===== src/rtl/cnna_pkg.sv =====
// Shared constants and FSM encodings for the ibuf stream reader and its skid FIFO.
package cnna_pkg;

  localparam int IBUF_ASIZE = 10;
  localparam int IBUF_DSIZE = 128;
  localparam int SKID_DEPTH = 2;

  typedef logic [1:0] ibuf_rd_state_t;

  localparam ibuf_rd_state_t ST_IDLE  = 2'd0;
  localparam ibuf_rd_state_t ST_RUN   = 2'd1;
  localparam ibuf_rd_state_t ST_DRAIN = 2'd2;
  localparam ibuf_rd_state_t ST_DONE  = 2'd3;

endpackage


===== src/rtl/ibuf_skid_fifo.sv =====
// Two-entry register FIFO holding {tlast, data}; absorbs the one-cycle RAM read latency.
module ibuf_skid_fifo
  import cnna_pkg::*;
#(
  parameter int DW = IBUF_DSIZE
) (
  input  logic          I_clk,
  input  logic          I_rst_n,
  input  logic          push,
  input  logic [DW:0]   push_data,
  input  logic          pop,
  output logic [DW:0]   head,
  output logic          full,
  output logic          empty,
  output logic [1:0]    count
);

  logic [DW:0] mem [SKID_DEPTH];
  logic        wr_ptr;
  logic        rd_ptr;

  always_ff @(posedge I_clk) begin
    if (!I_rst_n) begin
      for (int i = 0; i < SKID_DEPTH; i++) mem[i] <= '0;
      wr_ptr <= 1'b0;
      rd_ptr <= 1'b0;
      count  <= 2'd0;
    end else begin
      if (push) begin
        mem[wr_ptr] <= push_data;
        wr_ptr      <= ~wr_ptr;
      end
      if (pop) rd_ptr <= ~rd_ptr;
      case ({push, pop})
        2'b10:   count <= count + 2'd1;
        2'b01:   count <= count - 2'd1;
        default: count <= count;
      endcase
    end
  end

  assign head  = mem[rd_ptr];
  assign empty = (count == 2'd0);
  assign full  = (count == 2'd2);

endmodule


===== src/rtl/ibuf_stream_rd.sv =====
// Streams I_len ibuf RAM words from I_base_raddr as valid/ready beats with tlast.
// Define IBUF_RD_PERF_EN to add O_stall_cnt (cycles with valid high and ready low).
//
// state | meaning
// IDLE  | waiting for I_start
// RUN   | issuing RAM reads under FIFO credit
// DRAIN | all reads issued; waiting for the FIFO to empty
// DONE  | one-cycle done pulse
module ibuf_stream_rd
  import cnna_pkg::*;
#(
  parameter int ASIZE = IBUF_ASIZE,
  parameter int DSIZE = IBUF_DSIZE
) (
  input  logic             I_clk,
  input  logic             I_rst_n,
  input  logic             I_start,
  input  logic [ASIZE-1:0] I_base_raddr,
  input  logic [ASIZE:0]   I_len,
  output logic             O_busy,
  output logic             O_done,
  output logic [ASIZE-1:0] O_raddr,
  output logic             O_rd,
  input  logic [DSIZE-1:0] I_rdata,
  output logic             O_tvalid,
  input  logic             I_tready,
  output logic [DSIZE-1:0] O_tdata,
  output logic             O_tlast
`ifdef IBUF_RD_PERF_EN
  ,
  output logic [31:0]      O_stall_cnt
`endif
);

  ibuf_rd_state_t   state;
  logic [ASIZE-1:0] base_q;
  logic [ASIZE:0]   len_q;
  logic [ASIZE:0]   issued;
  logic [ASIZE:0]   issued_nxt;
  logic             rd_inflight;
  logic             rd_last_q;
  logic             last_rd;
  logic             pop;
  logic             fifo_push;
  logic             fifo_full;
  logic             fifo_empty;
  logic [1:0]       fifo_cnt;
  logic [2:0]       committed;
  logic             drain_ok;
  logic [DSIZE:0]   fifo_head;

  assign pop        = O_tvalid && I_tready;
  // A beat leaving this cycle frees its slot, which keeps reads back-to-back under full ready.
  assign committed  = {1'b0, fifo_cnt} + {2'b00, rd_inflight} - {2'b00, pop};
  assign issued_nxt = issued + {{ASIZE{1'b0}}, 1'b1};
  assign last_rd    = (issued_nxt == len_q);
  assign O_rd       = (state == ST_RUN) && (committed < 3'd2);
  assign O_raddr    = base_q + issued[ASIZE-1:0];
  assign O_busy     = (state == ST_RUN) || (state == ST_DRAIN);
  assign O_done     = (state == ST_DONE);
  assign drain_ok   = !rd_inflight && ((fifo_cnt == 2'd0) || ((fifo_cnt == 2'd1) && pop));
  assign fifo_push  = rd_inflight && (!fifo_full || pop);

  always_ff @(posedge I_clk) begin
    if (!I_rst_n) begin
      state       <= ST_IDLE;
      base_q      <= '0;
      len_q       <= '0;
      issued      <= '0;
      rd_inflight <= 1'b0;
      rd_last_q   <= 1'b0;
    end else begin
      rd_inflight <= O_rd;
      rd_last_q   <= O_rd && last_rd;
      if (O_rd) issued <= issued_nxt;
      case (state)
        ST_IDLE: begin
          if (I_start) begin
            base_q <= I_base_raddr;
            len_q  <= I_len;
            issued <= '0;
            state  <= (I_len == '0) ? ST_DONE : ST_RUN;
          end
        end
        ST_RUN:   if (O_rd && last_rd) state <= ST_DRAIN;
        ST_DRAIN: if (drain_ok) state <= ST_DONE;
        default:  state <= ST_IDLE;
      endcase
    end
  end

  ibuf_skid_fifo #(.DW(DSIZE)) u_fifo (
    .I_clk     (I_clk),
    .I_rst_n   (I_rst_n),
    .push      (fifo_push),
    .push_data ({rd_last_q, I_rdata}),
    .pop       (pop),
    .head      (fifo_head),
    .full      (fifo_full),
    .empty     (fifo_empty),
    .count     (fifo_cnt)
  );

  assign O_tvalid = !fifo_empty;
  assign O_tlast  = fifo_head[DSIZE];
  assign O_tdata  = fifo_head[DSIZE-1:0];

`ifdef IBUF_RD_PERF_EN
  always_ff @(posedge I_clk) begin
    if (!I_rst_n) begin
      O_stall_cnt <= '0;
    end else if ((state == ST_IDLE) && I_start) begin
      O_stall_cnt <= '0;
    end else if (O_tvalid && !I_tready && (O_stall_cnt != 32'hFFFF_FFFF)) begin
      O_stall_cnt <= O_stall_cnt + 32'd1;
    end
  end
`endif

endmodule

===== config.mk =====
export PLATFORM = sky130hd
export DESIGN_NAME = ibuf_stream_rd
export DESIGN_NICKNAME = d
export VERILOG_FILES = /design/src/rtl/cnna_pkg.sv /design/src/rtl/ibuf_skid_fifo.sv /design/src/rtl/ibuf_stream_rd.sv
export SDC_FILE = /design/constraint.sdc
export NUM_CORES = 1
export LEC_CHECK = 0
export ABC_AREA = 1
export CAP_MARGIN = 30
export CORE_UTILIZATION = 40
export CTS_CLUSTER_SIZE = 20
export DETAILED_ROUTE_END_ITERATION = 8
export PLACE_DENSITY = 0.68
export SKIP_LAST_GASP = 1
export SLEW_MARGIN = 20
export SYNTH_ARGS = -nofsm -noshare
export SYNTH_HDL_FRONTEND = slang
export SYNTH_HIERARCHICAL = 1
export SYNTH_SLANG_ARGS = --single-unit

===== constraint.sdc =====
create_clock -name I_clk -period 7.6 [get_ports I_clk]
set_input_delay 1.9 -clock I_clk [delete_from_list [all_inputs] [get_ports I_clk]]
set_output_delay 1.9 -clock I_clk [all_outputs]
set_load 0.02 [all_outputs]

==> summary.txt, run 1 <==
Route
  • Per-cell via count in the routed design: ~4.7
  • # DRC: 0
  • Avg WL per Cell: around 16 um
  • Antenna violation net count after detailed routing: 0
  • 1st-iter DRT viols: between 500 and 600
  • Vias after detailed routing: between 9000 and 10000
  • First drt pass iteration count: 4
  • DRT Wirelength: about 32000 um

CTS
  • Maximum clock insertion buffer count: 3
  • Clock H-tree levels: 1
  • Clock tree root buffer cell: clkbuf_16
  • Clock tree from TritonCTS: done
  • Number of buffers inserted for hold repair after clock tree synthesis: 0
  • Clock net sink count: around 300
  • Resized Gates After CTS: 0
  • Clock latency on the worst-skew pair: 540 ps
  • Buffers inserted by post-CTS timing repair: 0
  • Clock transition at the registers of the reported paths: approximately 60 ps
  • Number of buffers inserted during clock tree synthesis: 31

Yosys
  • Number of library cell types mapped by synthesis: 32
  • XOR/XNOR share of the synthesized area: less than 1%
  • Number of synthesis warnings: 6
  • Post-synthesis cell count: between 1000 and 1500
  • Compound-cell area share of the yosys netlist: 3.01%
  • Mean post-synth cell area: 11.4 sq um
  • Sequential element share of the synthesized area: ~64%
  • Post-Synthesis Cell Area: roughly 13000 sq um
  • Area share of fa/ha/maj cells after synthesis: under 10%
  • FF+latch count, synth: around 300
  • Simple-Gate Fraction of Synth Area: 12.5%
  • Largest family of logic cells by synthesized area: simple AND/OR/NAND/NOR gates
  • Multiplexer share of the synthesized area: 10.8%
  • Total nets after synthesis: about 1400

STA
  • Transition time of the tightest slew-check pin: approximately 900 ps
  • Portion of the clock cycle consumed by the worst path in the final layout: between 80% and 90%
  • Final critical delay including setup and external delays: 6630 ps
  • Max transition margin: between 40 and 50%
  • F_max: between 0.15 and 0.2 GHz
  • Total negative slack for setup checks: 0 ps
  • RSZ-0062 raised after global routing: no
  • Setup violation total in the final timing report: 0
  • Clock tree skew after final layout: 6.96 ps
  • Max Slew Vio Count: 0
  • Final hold viol count: 0

Min path
  • Tightest Hold Check Type: flip-flop to flip-flop

Setup path
  • Endpoint type of the worst setup path: output pin
  • Endpoint required time on the critical path: ~5700 ps
  • R2R Path End: u_fifo/mem[1][42]
  • Worst reg2reg path depth: 7
  • Startpoint class of the critical path: input port
  • Data arrival, critical path: 4730 ps
  • CP max FO: 18
  • Worst setup path class: input port to output pin
  • Register-to-register path setup slack: 4250 ps
  • Worst setup path start: I_tready
  • Crit path capture: O_rd
  • R2R Path Start: u_fifo/count[1]

Placement
  • Sum of net half-perimeters after detailed placement: roughly 21000 um
  • # placed instances: approximately 1900
  • Port buffer count: approximately 300
  • GPL Wtd Cong: 0.822

Global route
  • Maximum number of pins on one net before global-route repair: 77
  • Via count of the first global-routing pass: just over 9000
  • Wire length of the first global-routing pass: 48400 um
  • Antenna violations before repair: 0
  • Overall track demand over capacity in global routing: between 10% and 20%
  • Total global routing overflow: 0

Floorplan
  • Die span in y: about 190 um
  • Floorplan Core Area: roughly 33000 sq um
  • Width of the chip: roughly 190 um
  • Number of placed I/O pins: approximately 300
  • Number of placement rows: 66
  • Starting Density: between 40% and 50%
  • Die Outline Area: between 30000 and 40000 sq um

Pwr
  • Standby leakage power: between 7 and 8 nW
  • Power density normalized to cell area: around 300 nW/um^2
  • Peak VDD IR: 0.200 mV

Finish
  • Nets: 1646
  • Cell Count, Final, Fillers Out: about 1900
  • Highest-count cells in the layout ignoring fill and taps: nor2_1, clkdlybuf4s50_1, edfxtp_1
  • Area Overhead vs Synth: 32.0%
  • Share of layout cells above drive strength 1: a little over an eighth
  • Commonest non-fill, non-tap cell in the layout: nor2_1
  • Count of inserted antenna diode cells: 0

Run status
  • Status: completed

Flow run
  • Max Cap Viol: 0
## flip-flops by register name, indices dropped and copies added (netlist names), named ones only
name and count:
issued 11, rd_last_q 1, u_fifo/mem 258, u_fifo/count 2, rd_inflight 1, u_fifo/rd_ptr 1, len_q 11, u_fifo/wr_ptr 1
base_q 10, state 2
## kinds of logic after synthesis
group,Yosys count
XOR/XNOR,10
adder cells (fa/ha/maj),18
multiplexers,129
AND/OR/NAND/NOR,425
AO/OA/AOI/OAI,74
buffers and inverters,230
flip-flops,299
## report_power, final
part	total [mW]	internal [mW]	leakage [nW]	switching [mW]
Sequential	2.12	2.00	3.01	0.122
Clock	1.45	0.856	0.477	0.597
Combinational	1.62	0.752	3.86	0.870
## worst max-delay path, stage by stage
cell and delay [ps]:
clkdlybuf4s50_1 500, nand2_1 80, inv_1 150, ha_1 250, or2_2 300, fa_1 500, nand2_1 50, inv_1 40
nand2_1 50, nor2_2 70, buf_4 210, clkdlybuf4s50_1 630
## area by class of cell
class	count	area, sq um
clock buffers	46	872
clock inverters	11	105
fillers	2854	15000
inverters	180	676
multi-input cells	656	3900
flip-flops and latches	299	8570
well taps	442	553
repair buffers	307	3080
## synth_stat cells, drive strengths merged
cell type / number / share of area, %
and3: 1 / 0.047
o211ai: 1 / 0.056
fa: 2 / 0.30
clkbuf: 10 / 0.28
nor2: 316 / 8.9
dfxtp: 41 / 6.1
o21ai: 36 / 1.3
nand3: 22 / 0.89
or2: 1 / 0.047
nor4: 2 / 0.093
inv: 180 / 5.0
mux2: 129 / 11
edfxtp: 258 / 58
a211oi: 1 / 0.056
nand2: 78 / 2.3
nor3: 1 / 0.037
buf: 40 / 2.2
nand4: 2 / 0.093
nand3b: 2 / 0.11
o21bai: 3 / 0.33
ha: 16 / 1.5
xnor2: 4 / 0.26
a21oi: 33 / 1.2
xor2: 6 / 0.39
## worst min path at each step
stage	startpoint	endpoint	cells after the start
2_1_floorplan	len_q[1]	len_q[1]	2
3_3_place_gp	len_q[1]	len_q[1]	2
3_5_place_dp	len_q[0]	len_q[0]	2
4_1_cts	len_q[0]	len_q[0]	2
5_1_grt	len_q[5]	len_q[5]	2
6_report	len_q[1]	len_q[1]	2
## per-layer routing
| metal | vias to the layer above | share of wire (%) | track usage [%] |
|---|---|---|---|
| li1 | 4468 | - | - |
| met1 | 4412 | 42 | 22.9 |
| met2 | 260 | 49 | 31.4 |
| met3 | 46 | 7.3 | 3.74 |
| met4 | 0 | 2.0 | 4.73 |
| met5 | - | 0 | 0 |
## per-stage QoR
stage / area [sq um] / setup slack, ps / power (mW) / utilization [%] / hold WS [ps]
3_5_place_dp: 16800 / 965 / 3.79 / 51.2 / 470
5_1_grt: 17800 / 851 / 5.47 / 54.2 / 510
4_1_cts: 17800 / 956 / 5.26 / 54.2 / 479
6_report: 17800 / 968 / 5.20 / 54.2 / 478
3_3_place_gp: 16800 / 954 / 3.77 / 51.1 / 459
2_1_floorplan: 13500 / 1650 / 3.12 / - / 443
No activity file was read; power rests on OpenSTA's default activity.
==> inputs of run 2 (changes only) <==
--- a/config.mk
+++ b/config.mk
@@ -5,12 +5,11 @@
 export SDC_FILE = /design/constraint.sdc
 export NUM_CORES = 1
 export LEC_CHECK = 0
-export ABC_AREA = 1
 export CAP_MARGIN = 30
-export CORE_UTILIZATION = 40
+export CORE_UTILIZATION = 51
 export CTS_CLUSTER_SIZE = 20
 export DETAILED_ROUTE_END_ITERATION = 8
-export PLACE_DENSITY = 0.68
+export PLACE_DENSITY = 0.83
 export SKIP_LAST_GASP = 1
 export SLEW_MARGIN = 20
 export SYNTH_ARGS = -nofsm -noshare
==> run 2 against run 1 <==
Against the previous run:
- routed wire length is 1.7% higher
- non-clock buffer count is 3 lower
- sequential power hardly changed
- critical path type unchanged
- total power is 2.0% lower
- clock power is 8% lower
- largest cell class unchanged
- count of clock-buffer cells in the layout is 4 lower
- synthesized cell count is 4.4% lower
- critical path depth is 2 lower
- worst setup slack better by 35 ps
- global-route usage is 5.2 points higher
==> summary.txt, run 2 <==
Yosys
  • Number of synthesis warnings: 6
  • Proportion of netlist area held by the largest area contributor: between 50% and 60%
  • Post-Synthesis Cell Area: between 10000 and 15000 sq um
  • Largest area contributor in the netlist: edfxtp_1
  • Number of library cell types mapped by synthesis: between 50 and 60
  • Leading post-synthesis cells by instance count: nor2_1, edfxtp_1, nand2_1
  • Number of enable flip-flop cells after synthesis: 258
  • Mean post-synth cell area: about 12 sq um
  • Dominant cells by area after synthesis: edfxtp_1, mux2_2, nor2_1
  • Post-synthesis cell count: around 1100
  • Leading cell type by number of instances after synthesis: nor2_1
  • Main synth FF type: edfxtp_1
  • Total nets after synthesis: between 1000 and 1500
  • Async set or reset register ratio after synthesis: 0%
  • FF+latch count, synth: around 300
  • Sequential element share of the synthesized area: roughly 64%

Setup path
  • R2R Path End: u_fifo/mem[1][6]
  • Worst reg2reg path depth: 6
  • CP max FO: 9
  • Endpoint type of the worst setup path: output pin
  • Data arrival, critical path: ~4700 ps
  • Worst setup path class: input port to output pin
  • Worst setup path start: I_tready
  • Register-to-register path setup slack: 4000 ps
  • Endpoint required time on the critical path: around 5700 ps
  • Startpoint class of the critical path: input port
  • R2R Path Start: u_fifo/count[1]

STA
  • Transition time of the tightest slew-check pin: roughly 1000 ps
  • Clock tree skew after final layout: ~16 ps
  • Final critical delay including setup and external delays: about 6600 ps
  • Setup violation total in the final timing report: 0
  • RSZ-0062 raised after global routing: no
  • Final hold viol count: 0
  • Total negative slack for setup checks: 0 ps
  • Max Slew Vio Count: 0
  • Final worst setup slack: about 1000 ps
  • F_max: 0.152 GHz
  • Max transition margin: 34.5%
  • Portion of the clock cycle consumed by the worst path in the final layout: roughly 87%

Finish
  • Top register by number of flip-flops: u_fifo/mem
  • Combined flip-flop and latch cell area: around 8600 sq um
  • Area Overhead vs Synth: 30.0%
  • Nets: 1573
  • Highest-count cells in the layout ignoring fill and taps: clkdlybuf4s50_1, nor2_1, edfxtp_1
  • Area taken by multi-input logic gates: between 4000 and 5000 sq um
  • Largest registers: u_fifo/mem: 258 flops, issued: 11 flops, len_q: 11 flops
  • Largest register FFs: around 260
  • Cell Count, Final, Fillers Out: 1758
  • Fillers: 1802
  • Commonest non-fill, non-tap cell in the layout: clkdlybuf4s50_1
  • Share of layout cells above drive strength 1: a little over an eighth

Global route
  • Maximum number of pins on one net before global-route repair: between 100 and 150
  • Wire length of the first global-routing pass: slightly below 50000 um
  • Via count of the first global-routing pass: ~9400
  • Overall track demand over capacity in global routing: 23.4%
  • Total global routing overflow: 0
  • Antenna violations before repair: 4

Pwr
  • Power density normalized to cell area: 292 nW/um^2
  • Standby leakage power: around 6.4 nW
  • Switching Power: approximately 1.6 mW
  • Total Power Consumption: 5.09 mW
  • Peak VDD IR: roughly 0.23 mV
  • Portion of total power attributed to sequential cells: between 40% and 50%
  • Switching part of the total power: between 30% and 40%
  • Portion of total power attributed to the clock network: a little over a quarter
  • Pint: between 3 and 4 mW
  • Share of power burned in combinational logic: a little under a third

CTS
  • Clock H-tree levels: 1
  • Clock net sink count: between 200 and 300
  • Clock transition at the registers of the reported paths: about 60 ps
  • Number of buffers inserted during clock tree synthesis: 30
  • Clock tree from TritonCTS: done
  • Number of buffers inserted for hold repair after clock tree synthesis: 0
  • Buffers inserted by post-CTS timing repair: 0
  • Clock tree root buffer cell: clkbuf_16
  • Resized Gates After CTS: 0
  • Clock latency on the worst-skew pair: around 560 ps
  • Maximum clock insertion buffer count: 3

Placement
  • Setup slack after placement: approximately 1000 ps
  • Sum of net half-perimeters after detailed placement: ~20000 um
  • Port buffer count: 295
  • GPL Wtd Cong: between 0.8 and 0.9
  • # placed instances: 1700

Floorplan
  • Width of the chip: about 160 um
  • Floorplan Core Area: ~25000 sq um
  • Die span in y: between 150 and 200 um
  • Starting Density: between 50 and 60%
  • Die Outline Area: 26900 sq um
  • Number of placement rows: 58
  • Number of placed I/O pins: 296

Run status
  • Status: completed

Min path
  • Worst hold endpoint: base_q[8]
  • Tightest Hold Check Type: flip-flop to flip-flop
  • Hold Path Stages: 2
  • Hold Crit Start: base_q[8]

Route
  • Antenna violation net count after detailed routing: 0
  • First drt pass iteration count: 5
  • 1st-iter DRT viols: approximately 860
  • DRT Wirelength: 32400 um
  • # DRC: 0
  • Vias after detailed routing: 9347
  • Avg WL per Cell: between 15 and 20 um
  • Per-cell via count in the routed design: between 5 and 6

Flow run
  • Max Cap Viol: 0
[run 2: cell count changes after synthesis, moves of 10 or more]
cell     change
nand2_1    +112
nor2_1      -40
xnor2_1     +17
inv_1      -163
buf_2       +26
nand3_1     -12
o21ai_0     -32
buf_6       -10
[run 2: layout make-up]
| type | instances | share of cell area, % |
|---|---|---|
| Sequential cell | 299 | 49.2 |
| Multi-Input combinational cell | 749 | 25.6 |
| Timing Repair Buffer | 304 | 17.5 |
| Clock buffer | 42 | 4.62 |
| Tap cell | 330 | 2.37 |
| Clock inverter | 13 | 0.395 |
| Inverter | 18 | 0.388 |
| Antenna cell | 3 | 0.0431 |
[run 2: how the worst max path moves through the flow]
stage                            end  depth (start not counted)
floorplan           u_fifo/mem[0][0]                          7
CTS                             O_rd                         10
finish                          O_rd                         10
detailed placement              O_rd                         10
global route                    O_rd                         10
global placement                O_rd                         10
[run 2: per-layer routing]
metal / share of wire, % / wire, um / global-route usage [%]
met2: 51 / 16500 / 42.0
met5: 0.040 / 13 / 0
met1: 39 / 12500 / 27.1
met3: 7.6 / 2480 / 5.53
met4: 3.0 / 958 / 8.00
[run 2: kinds of logic (layout without fill, tap and decap cells)]
| logic type | Yosys count | in the layout | synth area share, % |
|---|---|---|---|
| flops | 299 | 299 | 63.9 |
| mux | 130 | 130 | 10.9 |
| xor+xnor | 33 | 33 | 2.16 |
| simple gates | 508 | 508 | 15.3 |
| fa+ha+maj | 18 | 18 | 1.79 |
| other cells | 0 | 3 | 0 |
| buf+inv | 85 | 377 | 3.07 |
| compound gates | 60 | 60 | 2.89 |
[run 2: critical path, cell delays in order]
cell and delay [ps]:
clkdlybuf4s50_1 500, nand2b_1 100, inv_1 120, ha_1 230, nand2b_1 160, fa_1 410
xnor2_1 170, nand3_1 230, inv_2 220, clkdlybuf4s50_1 660
[run 2: power by group through the flow]
stage | Sequential, mW | Combinational (mW) | Clock (mW)
2_1_floorplan | 2.14 | 0.980 | 0
6_report | 2.14 | 1.63 | 1.33
3_5_place_dp | 2.18 | 1.63 | 0
5_1_grt | 2.16 | 1.73 | 1.41
3_3_place_gp | 2.16 | 1.62 | 0
4_1_cts | 2.14 | 1.64 | 1.35
[run 2: stage by stage]
stage / util [%] / hold WS [ps] / instance area, sq um
2_1_floorplan: - / 441 / 13400
3_3_place_gp: 65.0 / 449 / 16600
3_5_place_dp: 65.0 / 455 / 16600
4_1_cts: 68.4 / 463 / 17400
5_1_grt: 68.4 / 477 / 17400
6_report: 68.4 / 461 / 17400
==> inputs of run 3 (changes only) <==
--- a/config.mk
+++ b/config.mk
@@ -6,10 +6,12 @@
 export NUM_CORES = 1
 export LEC_CHECK = 0
 export CAP_MARGIN = 30
-export CORE_UTILIZATION = 51
+export CORE_UTILIZATION = 53
+export CTS_BUF_LIST = sky130_fd_sc_hd__clkbuf_8
 export CTS_CLUSTER_SIZE = 20
 export DETAILED_ROUTE_END_ITERATION = 8
-export PLACE_DENSITY = 0.83
+export PLACE_DENSITY = 0.85
+export RECOVER_POWER = 50
 export SKIP_LAST_GASP = 1
 export SLEW_MARGIN = 20
 export SYNTH_ARGS = -nofsm -noshare
==> run 3 against run 2 <==
Against the previous run:
- the flow now finishes with violations (max-capacitance violations, max-slew violations)
- routed wire length decreased by 1.9%
- die area shrank 3.7%
- first-iteration DRC count down 4.1%
- worst hold slack worse by 1.5 ps
- sequential power about the same
- final area decreased by 0.48%
- largest power group unchanged
==> summary.txt, run 3 (synthesized netlist as in run 2, its figures left out) <==
Setup path
  • Startpoint class of the critical path: input port
  • CP max FO: 9
  • Worst setup path class: input port to output pin
  • Register-to-register path setup slack: 3910 ps
  • Data arrival, critical path: 4820 ps
  • Endpoint type of the worst setup path: output pin
  • Endpoint required time on the critical path: approximately 5700 ps

Pwr
  • Peak VDD IR: slightly below 0.2 mV
  • Power density normalized to cell area: between 200 and 300 nW/um^2
  • Standby leakage power: around 6.5 nW
  • Total Power Consumption: just under 5 mW

Global route
  • Via count of the first global-routing pass: approximately 9500
  • Total global routing overflow: 0
  • Overall track demand over capacity in global routing: 24.4%
  • Maximum number of pins on one net before global-route repair: 81
  • Antenna violations before repair: 2
  • Wire length of the first global-routing pass: 49700 um

Finish
  • Largest register FFs: around 260
  • Final std cell area, no fill: between 15000 and 20000 sq um
  • Fin util: a little over two thirds
  • Area taken by multi-input logic gates: ~4500 sq um
  • Share of layout cells above drive strength 1: between 10 and 15%
  • Cell Count, Final, Fillers Out: roughly 1800
  • Commonest non-fill, non-tap cell in the layout: nor2_1
  • Nets: about 1600
  • Top register by number of flip-flops: u_fifo/mem
  • Combined flip-flop and latch cell area: 8570 sq um
  • Area Overhead vs Synth: 29.4%
  • Largest registers: u_fifo/mem: 258 flops, issued: 11 flops, len_q: 11 flops
  • Highest-count cells in the layout ignoring fill and taps: nor2_1, edfxtp_1, clkdlybuf4s50_1
  • Fillers: around 1700

Run status
  • Status: finished with violations
  • Failing checks: max-capacitance violations, max-slew violations

Floorplan
  • Die Outline Area: approximately 26000 sq um
  • Starting Density: 54.7%
  • Number of placement rows: 57
  • Floorplan Core Area: around 25000 sq um
  • Number of placed I/O pins: 296
  • Width of the chip: between 150 and 200 um
  • Die span in y: 161 um

CTS
  • Clock net sink count: ~300
  • Maximum clock insertion buffer count: 3
  • Clock H-tree levels: 2
  • Number of buffers inserted for hold repair after clock tree synthesis: 0
  • Clock latency on the worst-skew pair: between 500 and 600 ps
  • Number of buffers inserted during clock tree synthesis: 48
  • Resized Gates After CTS: 0
  • Clock tree from TritonCTS: done
  • Buffers inserted by post-CTS timing repair: 0
  • Clock transition at the registers of the reported paths: 50 ps
  • Clock tree root buffer cell: clkbuf_8

STA
  • Clock tree skew after final layout: roughly 16 ps
  • Total negative slack for setup checks: 0 ps
  • Transition time of the tightest slew-check pin: between 3000 and 4000 ps
  • Setup violation total in the final timing report: 0
  • Max transition margin: -165%
  • Max Slew Vio Count: 119
  • Portion of the clock cycle consumed by the worst path in the final layout: 88.4%
  • F_max: between 0.1 and 0.15 GHz
  • Final hold viol count: 0
  • RSZ-0062 raised after global routing: no
  • Final critical delay including setup and external delays: approximately 6700 ps

Placement
  • # placed instances: between 1500 and 2000
  • GPL Wtd Cong: about 0.90
  • Sum of net half-perimeters after detailed placement: roughly 20000 um
  • Port buffer count: around 300
  • Total cell area at the placement stage: about 17000 sq um

Flow run
  • Max Cap Viol: 2

Min path
  • Tightest Hold Check Type: flip-flop to flip-flop

Route
  • First drt pass iteration count: 6
  • Antenna violation net count after detailed routing: 0
  • DRT Wirelength: approximately 32000 um
  • 1st-iter DRT viols: between 800 and 900
  • Vias after detailed routing: ~9600
  • # DRC: 0
  • Avg WL per Cell: about 18 um
  • Per-cell via count in the routed design: 5.38
run 3: through the flow:
stage / hold slack (ps) / setup slack, ps
after floorplan: 441 / 1630
final: 460 / 885
after CTS: 463 / 998
after global placement: 447 / 1050
after detailed placement: 455 / 1030
after global routing: 483 / 430
run 3: worst paths after layout:
check,from,end,depth (start not counted)
max,I_tready,O_rd,10
min,base_q[0],base_q[0],2
max reg2reg,u_fifo/count[1],u_fifo/mem[1][104],6
min reg2reg,base_q[0],base_q[0],2
run 3: metal layers:
layer	vias up	global-route usage (%)	wire length, um
li1	4478	-	-
met1	4604	31.0	12200
met2	427	40.9	15900
met3	65	5.32	2690
met4	0	9.43	1030
met5	-	0	0
run 3: cell type report:
type	instances	share of cell area, %
flip-flops and latches	299	49.4
multi-input cells	749	25.7
repair buffers	302	17.4
clock buffers	49	3.89
well taps	324	2.34
clock inverters	36	0.873
inverters	18	0.389
diodes	2	0.0288
run 3: report_power, final:
group | switching, mW | internal (mW) | leakage, nW
combinational | 0.867 | 0.738 | 2.97
sequential | 0.0974 | 2.04 | 3.01
clock | 0.588 | 0.598 | 0.501
run 3: worst max-delay path, stage by stage:
cell and delay [ps]:
dlygate4sd3_1 560, nand2b_1 120, inv_1 90, ha_1 290, nand2b_1 160, fa_1 400
xnor2_1 160, nand3_1 240, inv_2 240, clkdlybuf4s50_1 660
